==> config.mk <==
export PLATFORM = sky130hd
export DESIGN_NAME = ex_unit_sched
export DESIGN_NICKNAME = d
export VERILOG_FILES = /design/src/rtl/ex_unit_sched.sv
export SDC_FILE = /design/constraint.sdc
export NUM_CORES = 1
export LEC_CHECK = 0
export BUFFER_PORTS_ARGS = -buffer_cell sky130_fd_sc_hd__buf_4
export CAP_MARGIN = 20
export CORE_MARGIN = 10
export CORE_UTILIZATION = 25
export CTS_CLUSTER_SIZE = 16
export DETAILED_ROUTE_END_ITERATION = 16
export GPL_ROUTABILITY_DRIVEN = 1
export PLACE_DENSITY = 0.52
export SLEW_MARGIN = 20
export SYNTH_ARGS = -nofsm -noshare
export SYNTH_HDL_FRONTEND = slang
export SYNTH_SLANG_ARGS = --single-unit
==> constraint.sdc <==
create_clock -name clk -period 3.4 [get_ports clk]
set_clock_uncertainty 0.1 [all_clocks]
set_input_delay 0.51 -clock clk [delete_from_list [all_inputs] [get_ports clk]]
set_output_delay 0.51 -clock clk [all_outputs]
set_load 0.02 [all_outputs]
==> src/rtl/ex_unit_sched.sv <==
// Purpose: round-robin scheduler sharing one RV32IF execute datapath (ALU + FPU) between two issue requesters.
// Latency: accept -> rsp_valid after 1 + INT_LATENCY / 1 + FP_LATENCY cycles; one op in flight, one idle bubble after each response.
// Backpressure: rsp_* held while rsp_valid & !rsp_ready; req*_ready only in IDLE, so new ops wait until the response is taken.
`timescale 1ns/1ps
module ex_unit_sched #(
   parameter int WIDTH       = 32,
   parameter int INT_LATENCY = 1,
   parameter int FP_LATENCY  = 4
) (
   input  logic             clk,
   input  logic             rst,
   input  logic             flush,
   input  logic             req0_valid,
   output logic             req0_ready,
   input  logic [WIDTH-1:0] req0_opa,
   input  logic [WIDTH-1:0] req0_opb,
   input  logic [3:0]       req0_ctrl,
   input  logic [1:0]       req0_ext,
   input  logic             req1_valid,
   output logic             req1_ready,
   input  logic [WIDTH-1:0] req1_opa,
   input  logic [WIDTH-1:0] req1_opb,
   input  logic [3:0]       req1_ctrl,
   input  logic [1:0]       req1_ext,
   output logic [WIDTH-1:0] dp_opa,
   output logic [WIDTH-1:0] dp_opb,
   output logic [3:0]       dp_ctrl,
   output logic [1:0]       dp_ext,
   input  logic [WIDTH-1:0] dp_result,
   input  logic             dp_zero,
   input  logic             dp_sign,
   input  logic             dp_exception,
   input  logic             dp_overflow,
   input  logic             dp_underflow,
   output logic             rsp_valid,
   input  logic             rsp_ready,
   output logic             rsp_id,
   output logic [WIDTH-1:0] rsp_result,
   output logic [4:0]       rsp_flags,
   output logic             busy
);

   typedef enum logic [1:0] {S_IDLE, S_EXEC, S_DONE} state_t;

   localparam int MAX_LAT = (FP_LATENCY > INT_LATENCY) ? FP_LATENCY : INT_LATENCY;
   localparam int CNT_W   = (MAX_LAT > 1) ? $clog2(MAX_LAT) : 1;
   localparam logic [CNT_W-1:0] INT_CNT = CNT_W'(INT_LATENCY - 1);
   localparam logic [CNT_W-1:0] FP_CNT  = CNT_W'(FP_LATENCY - 1);

   state_t             state_q, state_d;
   logic               rr_q, rr_d;          // requester that wins the next contention
   logic               bubble_q, bubble_d;  // first IDLE cycle after a response: no accept
   logic               id_q, id_d;
   logic [CNT_W-1:0]   cnt_q, cnt_d;
   logic [WIDTH-1:0]   dp_opa_q, dp_opa_d;
   logic [WIDTH-1:0]   dp_opb_q, dp_opb_d;
   logic [3:0]         dp_ctrl_q, dp_ctrl_d;
   logic [1:0]         dp_ext_q, dp_ext_d;
   logic               rsp_id_q, rsp_id_d;
   logic [WIDTH-1:0]   rsp_result_q, rsp_result_d;
   logic [4:0]         rsp_flags_q, rsp_flags_d;

   logic               gnt0, gnt1, accept;
   logic [WIDTH-1:0]   sel_opa, sel_opb;
   logic [3:0]         sel_ctrl;
   logic [1:0]         sel_ext;

   // Grant: only in a non-bubble IDLE cycle without flush; contention resolved by rr_q.
   always_comb begin
      gnt0 = 1'b0;
      gnt1 = 1'b0;
      if (state_q == S_IDLE && !bubble_q && !flush) begin
         if (req0_valid && req1_valid) begin
            gnt0 = !rr_q;
            gnt1 = rr_q;
         end else begin
            gnt0 = req0_valid;
            gnt1 = req1_valid;
         end
      end
   end

   assign accept   = gnt0 | gnt1;
   assign sel_opa  = gnt1 ? req1_opa  : req0_opa;
   assign sel_opb  = gnt1 ? req1_opb  : req0_opb;
   assign sel_ctrl = gnt1 ? req1_ctrl : req0_ctrl;
   assign sel_ext  = gnt1 ? req1_ext  : req0_ext;

   // Next state: issue on accept, count down the class latency, hold the response until taken.
   always_comb begin
      state_d      = state_q;
      rr_d         = rr_q;
      bubble_d     = 1'b0;
      id_d         = id_q;
      cnt_d        = cnt_q;
      dp_opa_d     = dp_opa_q;
      dp_opb_d     = dp_opb_q;
      dp_ctrl_d    = dp_ctrl_q;
      dp_ext_d     = dp_ext_q;
      rsp_id_d     = rsp_id_q;
      rsp_result_d = rsp_result_q;
      rsp_flags_d  = rsp_flags_q;
      case (state_q)
         S_IDLE: begin
            if (accept) begin
               dp_opa_d  = sel_opa;
               dp_opb_d  = sel_opb;
               dp_ctrl_d = sel_ctrl;
               dp_ext_d  = sel_ext;
               id_d      = gnt1;
               rr_d      = !gnt1;
               cnt_d     = (sel_ext == 2'b11) ? FP_CNT : INT_CNT;
               state_d   = S_EXEC;
            end
         end
         S_EXEC: begin
            if (cnt_q == '0) begin
               rsp_id_d     = id_q;
               rsp_result_d = dp_result;
               // Only the flags meaningful for the op class are reported.
               if (dp_ext_q == 2'b11)
                  rsp_flags_d = {2'b00, dp_exception, dp_overflow, dp_underflow};
               else
                  rsp_flags_d = {dp_zero, dp_sign, 3'b000};
               state_d = S_DONE;
            end else begin
               cnt_d = cnt_q - 1'b1;
            end
         end
         S_DONE: begin
            if (rsp_ready) begin
               state_d  = S_IDLE;
               bubble_d = 1'b1;
            end
         end
         default: state_d = S_IDLE;
      endcase
      // Flush drops the op and any pending response; rr pointer untouched.
      if (flush) begin
         state_d  = S_IDLE;
         bubble_d = 1'b0;
      end
   end

   // State and datapath/response registers.
   always_ff @(posedge clk or posedge rst) begin
      if (rst) begin
         state_q      <= S_IDLE;
         rr_q         <= 1'b0;
         bubble_q     <= 1'b0;
         id_q         <= 1'b0;
         cnt_q        <= '0;
         dp_opa_q     <= '0;
         dp_opb_q     <= '0;
         dp_ctrl_q    <= '0;
         dp_ext_q     <= '0;
         rsp_id_q     <= 1'b0;
         rsp_result_q <= '0;
         rsp_flags_q  <= '0;
      end else begin
         state_q      <= state_d;
         rr_q         <= rr_d;
         bubble_q     <= bubble_d;
         id_q         <= id_d;
         cnt_q        <= cnt_d;
         dp_opa_q     <= dp_opa_d;
         dp_opb_q     <= dp_opb_d;
         dp_ctrl_q    <= dp_ctrl_d;
         dp_ext_q     <= dp_ext_d;
         rsp_id_q     <= rsp_id_d;
         rsp_result_q <= rsp_result_d;
         rsp_flags_q  <= rsp_flags_d;
      end
   end

   assign req0_ready = gnt0;
   assign req1_ready = gnt1;
   assign dp_opa     = dp_opa_q;
   assign dp_opb     = dp_opb_q;
   assign dp_ctrl    = dp_ctrl_q;
   assign dp_ext     = dp_ext_q;
   assign rsp_valid  = (state_q == S_DONE);
   assign rsp_id     = rsp_id_q;
   assign rsp_result = rsp_result_q;
   assign rsp_flags  = rsp_flags_q;
   assign busy       = (state_q != S_IDLE);

endmodule

==> impl_metrics.ini, run 1 <==
[status]
outcome = finished, final reports clean

[critical_path]
critPathKind = reg2reg
critPathLaunch = cnt_q[0]
crit_slowest_cell = nand3b_1
r2r-end = rsp_result[25]
slowest_delay_ps = 690
reg2reg_depth = 5
cp_top_family = simple AND/OR/NAND/NOR gates
worstPathArrival_ps = 2580
r2r_setup_slack_ps = 1000
cp_cell_sequence = inv_1 -> ha_1 -> nand3b_1 -> buf_4 -> mux2_1
crit_fanout = 25
worst_setup_path_end_kind = flip-flop
r2r_start = cnt_q[0]
start_kind = flip-flop
setup.worst_path.end = rsp_result[25]
cp.depth = 5
required_ps = 3580
crit_buf_inv = 2

[routing]
wl_per_cell_um = 19.1
num_vias = 4183
met1_length_mm = 6.62
drt_iter0_drc = 374
final_antenna_net_count = 0
drt-total-wl_mm = 17.4
vias_per_cell = 4.61
first_pass_iters = 7
drc = 0
wl_met3_mm = 1.66
wl_met2_mm = 8.75
maxUsedRoutingLayer = met4

[synth]
netlist_top_cells_count = dfrtp_1, inv_1, a222oi_1
synth_cell_types = 29
yosys_warnings = 0
synth_top_area_cell = dfrtp_1
synthesis.area_sq_um = 4720
ys_seq_area_share_pct = 60.9
synthCells = 366
synth_edf_count = 0
synthesis.nets = 550
synth_area_leaders = dfrtp_1, a222oi_1, inv_1
synthArstFlopShare_pct = 100
ys_seq_elements = 115
yosysMostFrequentCell = dfrtp_1
synth_top_area_share_pct = 60.9
syn_area_per_cell_sq_um = 12.9
synth_ff_type = dfrtp_1

[grt]
grt_use_total_pct = 13.3
overflow = 0
grt_max_degree = 76
grt_pass1_wl_mm = 25.6
grt_pass1_vias = 4701
grt_antenna_before_repair = 0

[power_and_ir_drop]
ir_worst_vdd_mv = 0.404
p_leak_nw = 4.10
power.density_nw_per_um2 = 995

[clocking]
path_clk_slew_ps = 50
h-tree-depth = 4
cts_setup_buffers = 0
cts_made_buffers = 17
clock_path_buffers = 2
cts_resized = 0
clk_latency_ps = 400
cts.sinks = 115
cts_tree = done
root_buffer = clkbuf_16

[timing]
finalCriticalPeriod_ps = 2400
hold_viol_final = 0
rsz0062_at_grt = no
slew_headroom_pct = 31.5
post-route-period-util_pct = 70.7
setup_violations = 0
drv_slew = 0
setup_tns_ps = 0
max_freq_ghz = 0.416
layout_setup_ws_ps = 998
worstMarginPinSlew_ps = 1020

[placement]
pre_cts_ws_ps = 963
routabilityCongestion = 0.760
dp_hpwl_mm = 13.4
place_area_sq_um = 7100
placement.io_buffers = 294

[die]
die_area_sq_um = 24800
ios = 295
die_w_um = 157
dieHeight_um = 157
initial_core_util_pct = 25.3
core.rowCount = 50
core-area_sq_um = 18600

[final_layout]
finish.net_count = 844
post-route-util_pct = 41.7
fill_cells = 1793
area_growth_pct = 64.6
layout-drive-gt1-share_pct = 52.6
design_area_sq_um = 7770
diodes = 0

[hold_path]
hold_path_class = in2reg

[run]
max_cap_violations = 0
==> flip-flops by register name, summed over array words and instances (netlist names) <==
| signal | count |
|---|---|
| bubble_q | 1 |
| cnt_q | 2 |
| dp_ctrl | 4 |
| dp_ext | 2 |
| dp_opa | 32 |
| dp_opb | 32 |
| id_q | 1 |
| rr_q | 1 |
| rsp_flags | 5 |
| rsp_id | 1 |
| rsp_result | 32 |
| state_q | 2 |
==> final cells by class <==
type                       count  area (sq um)  share of cell area, %
tap                          234           293                   3.77
sequential                   115          2880                   37.0
inverter                      71           270                   3.48
clock inverter                13           206                   2.66
multi-input combinational    152          1380                   17.8
clock buffer                  19           453                   5.83
timing repair buffer         303          2290                   29.5
==> layout by cell type (no fill, tap or decap), types with 5 or more instances in the layout <==
| cell type | Yosys | final |
|---|---|---|
| nand3_1 | 5 | 5 |
| mux2_1 | 21 | 21 |
| inv_1 | 71 | 70 |
| dfrtp_1 | 115 | 115 |
| a222oi_1 | 68 | 68 |
| clkbuf_16 | 0 | 17 |
| mux2_2 | 13 | 13 |
| nand2_1 | 11 | 11 |
| bufinv_16 | 0 | 5 |
| buf_4 | 2 | 301 |
| o21ai_0 | 5 | 5 |
==> where the power goes <==
group / internal (mW) / switching, mW / total, mW
Combinational: 1.50 / 1.78 / 3.29
Clock: 1.34 / 0.630 / 1.97
Sequential: 2.05 / 0.430 / 2.48
Total: 4.89 / 2.84 / 7.73
==> per-stage QoR <==
step	cells	power [mW]	hold slack, ps
2_1_floorplan	366	4.24	345
3_3_place_gp	874	5.80	360
3_5_place_dp	874	5.85	372
4_1_cts	907	7.88	186
5_1_grt	907	8.20	197
6_report	907	7.73	211
==> timing repair <==
action / CTS / global route
hold buffers: 1 / 0
hold endpoints to repair: 11 / 0
endpoints found under the setup margin: 0 / 0
==> routing by layer <==
metal	vias up	global-route usage, %
li1	1945	-
met1	2009	14.3
met2	213	22.5
met3	16	5.65
met4	0	5.43
met5	-	0
==> logic make-up after synthesis <==
logic type,share of synthesized area [%]
simple gates,3.55
buf+inv,9.96
flops,60.9
mux,8.53
compound gates,16.7
fa+ha+maj,0.265
==> how the worst min path moves through the flow <==
stage / to / startpoint / depth (start not counted)
floorplan: id_q / id_q / 1
global placement: id_q / id_q / 1
detailed placement: rsp_flags[0] / rsp_flags[0] / 2
CTS: state_q[1] / flush / 2
global route: state_q[1] / flush / 2
finish: state_q[1] / flush / 2
Note: power is estimated with default switching activity, not from simulation.
==> run 2: changes to the inputs <==
clock period = 2.12 ns   (was 3.4 ns; I/O delays follow)
==> run 2 against run 1 <==
Net effect:
- count of clock-buffer cells in the layout increased by 2
- first-iteration DRC count down 4.3%
- global-route usage grew 0.39 points
- highest routed layer unchanged
- combinational power grew 63%
- cell count rose by 0.99%
- setup slack lost 930 ps
- total power grew 58%
- via count up 2.7%
- sequential share of layout area decreased by 0.30 points
- core utilization is 0.34 points higher
- critical endpoint is now req0_ready
- critical path depth is 2 lower
==> impl_metrics.ini, run 2 (same netlist as run 1, synthesis figures left out) <==
[routing]
vias_per_cell = 4.69
num_vias = 4296
drc = 0
drt-total-wl_mm = 17.7
drt_iter0_drc = 358
final_antenna_net_count = 0
wl_per_cell_um = 19.4
first_pass_iters = 8

[placement]
placement.io_buffers = 294
dp_hpwl_mm = 13.3
placedCellCount = 877
routabilityCongestion = 0.764

[final_layout]
multi_input_area_sq_um = 1390
layout_common_cells = buf_4, dfrtp_1, inv_1
finish.net_count = 854
diodes = 0
layout-drive-gt1-share_pct = 52.3
area_growth_pct = 66.0
layout_commonest_cell = buf_4
post-route-util_pct = 42.0
fin_cells = 916
fill_cells = 1806
register_area_sq_um = 2880

[hold_path]
worstHoldStart = req0_opa[3]
holdPathEnd = dp_opa[3]
whs_path_depth = 3
hold_path_class = in2reg

[clocking]
path_clk_slew_ps = 50
h-tree-depth = 4
clk_latency_ps = 410
clock_path_buffers = 2
cts.sinks = 115
cts_made_buffers = 17
cts_tree = done
root_buffer = clkbuf_16

[grt]
overflow = 0
grt_pass1_vias = 4676
grt_use_total_pct = 13.7
grt_antenna_before_repair = 0
grt_pass1_wl_mm = 26.2
grt_max_degree = 75

[critical_path]
reg2reg_depth = 6
r2r_setup_slack_ps = 140
r2r_start = state_q[0]
critPathKind = reg2out
worstPathArrival_ps = 1640
worst_setup_path_end_kind = output port
crit_fanout = 6
r2r-end = dp_opa[23]
start_kind = flip-flop
required_ps = 1700

[die]
initial_core_util_pct = 25.3
dieHeight_um = 157
core.rowCount = 50
die_area_sq_um = 24800
ios = 295
die_w_um = 157
core-area_sq_um = 18600

[timing]
drv_slew = 0
setup_violations = 0
finalCriticalPeriod_ps = 2060
post-route-period-util_pct = 97.0
slew_headroom_pct = 59.6
max_freq_ghz = 0.486
hold_viol_final = 0
worstMarginPinSlew_ps = 605

[power_and_ir_drop]
ir_worst_vdd_mv = 0.574
power_mw = 12.2
p_leak_nw = 4.13
power.density_nw_per_um2 = 1550

[status]
outcome = finished, final reports clean

[run]
max_cap_violations = 0
-- run 2: cell count changes in the layout (fill, tap and decap cells not counted), sizes merged --
cell and delta:
clkbuf +2, clkinv -2, dlygate4sd3 +4, bufinv -2, clkinvlp +1, buf +6
-- run 2: power breakdown --
group	switching (mW)	leakage, nW	internal [mW]	total, mW
registers	0.687	1.41	3.29	3.97
clock network	0.963	0.285	1.89	2.85
logic	2.88	2.43	2.48	5.36
-- run 2: worst max path at each step --
stage / start / to / slack (ps) / cells after the start
after floorplan: rst / bubble_q / 300 / 1
after global placement: flush / dp_opa[23] / 170 / 6
after detailed placement: flush / dp_opa[11] / 110 / 6
after CTS: state_q[0] / req0_ready / -4 / 3
after global routing: state_q[0] / req0_ready / -5 / 3
final: state_q[0] / req0_ready / 60 / 3
-- run 2: stage by stage --
stage	hold WS, ps	setup WS [ps]	cell area (sq um)	TNS [ps]
global placement	357	175	7160	0
finish	21.5	63.6	7840	0
detailed placement	363	113	7160	0
global route	2.60	-5.00	7840	-5.00
CTS	2.27	-3.92	7830	-3.92
floorplan	281	303	4730	0
-- run 2: cell type report --
type	count	area share [%]
inverters	71	3.45
flip-flops and latches	115	36.7
clock inverters	10	1.69
well taps	234	3.74
repair buffers	313	30.8
clock buffers	21	5.87
multi-input cells	152	17.8
-- run 2: critical path: stages (launching register included) --
cell and delay, ps:
dfrtp_1 450, nor4_4 360, and3_4 270, buf_4 150
-- run 2: repair_timing --
item | 4_1_cts | 5_1_grt
hold endpoints to repair | 73 | 0
pin swaps | 2 | 2
gates resized for setup | 2 | 0
hold buffers | 5 | 0
setup endpoints to repair | 2 | 2
buffers inserted | 2 | 1
-- run 2: routing by layer --
layer	GRT usage [%]	vias up	wire length, um
met3	5.65	16	1770
met1	14.8	2091	6770
met4	6.46	0	320
met2	22.8	218	8880
met5	0	-	0
li1	-	1971	-
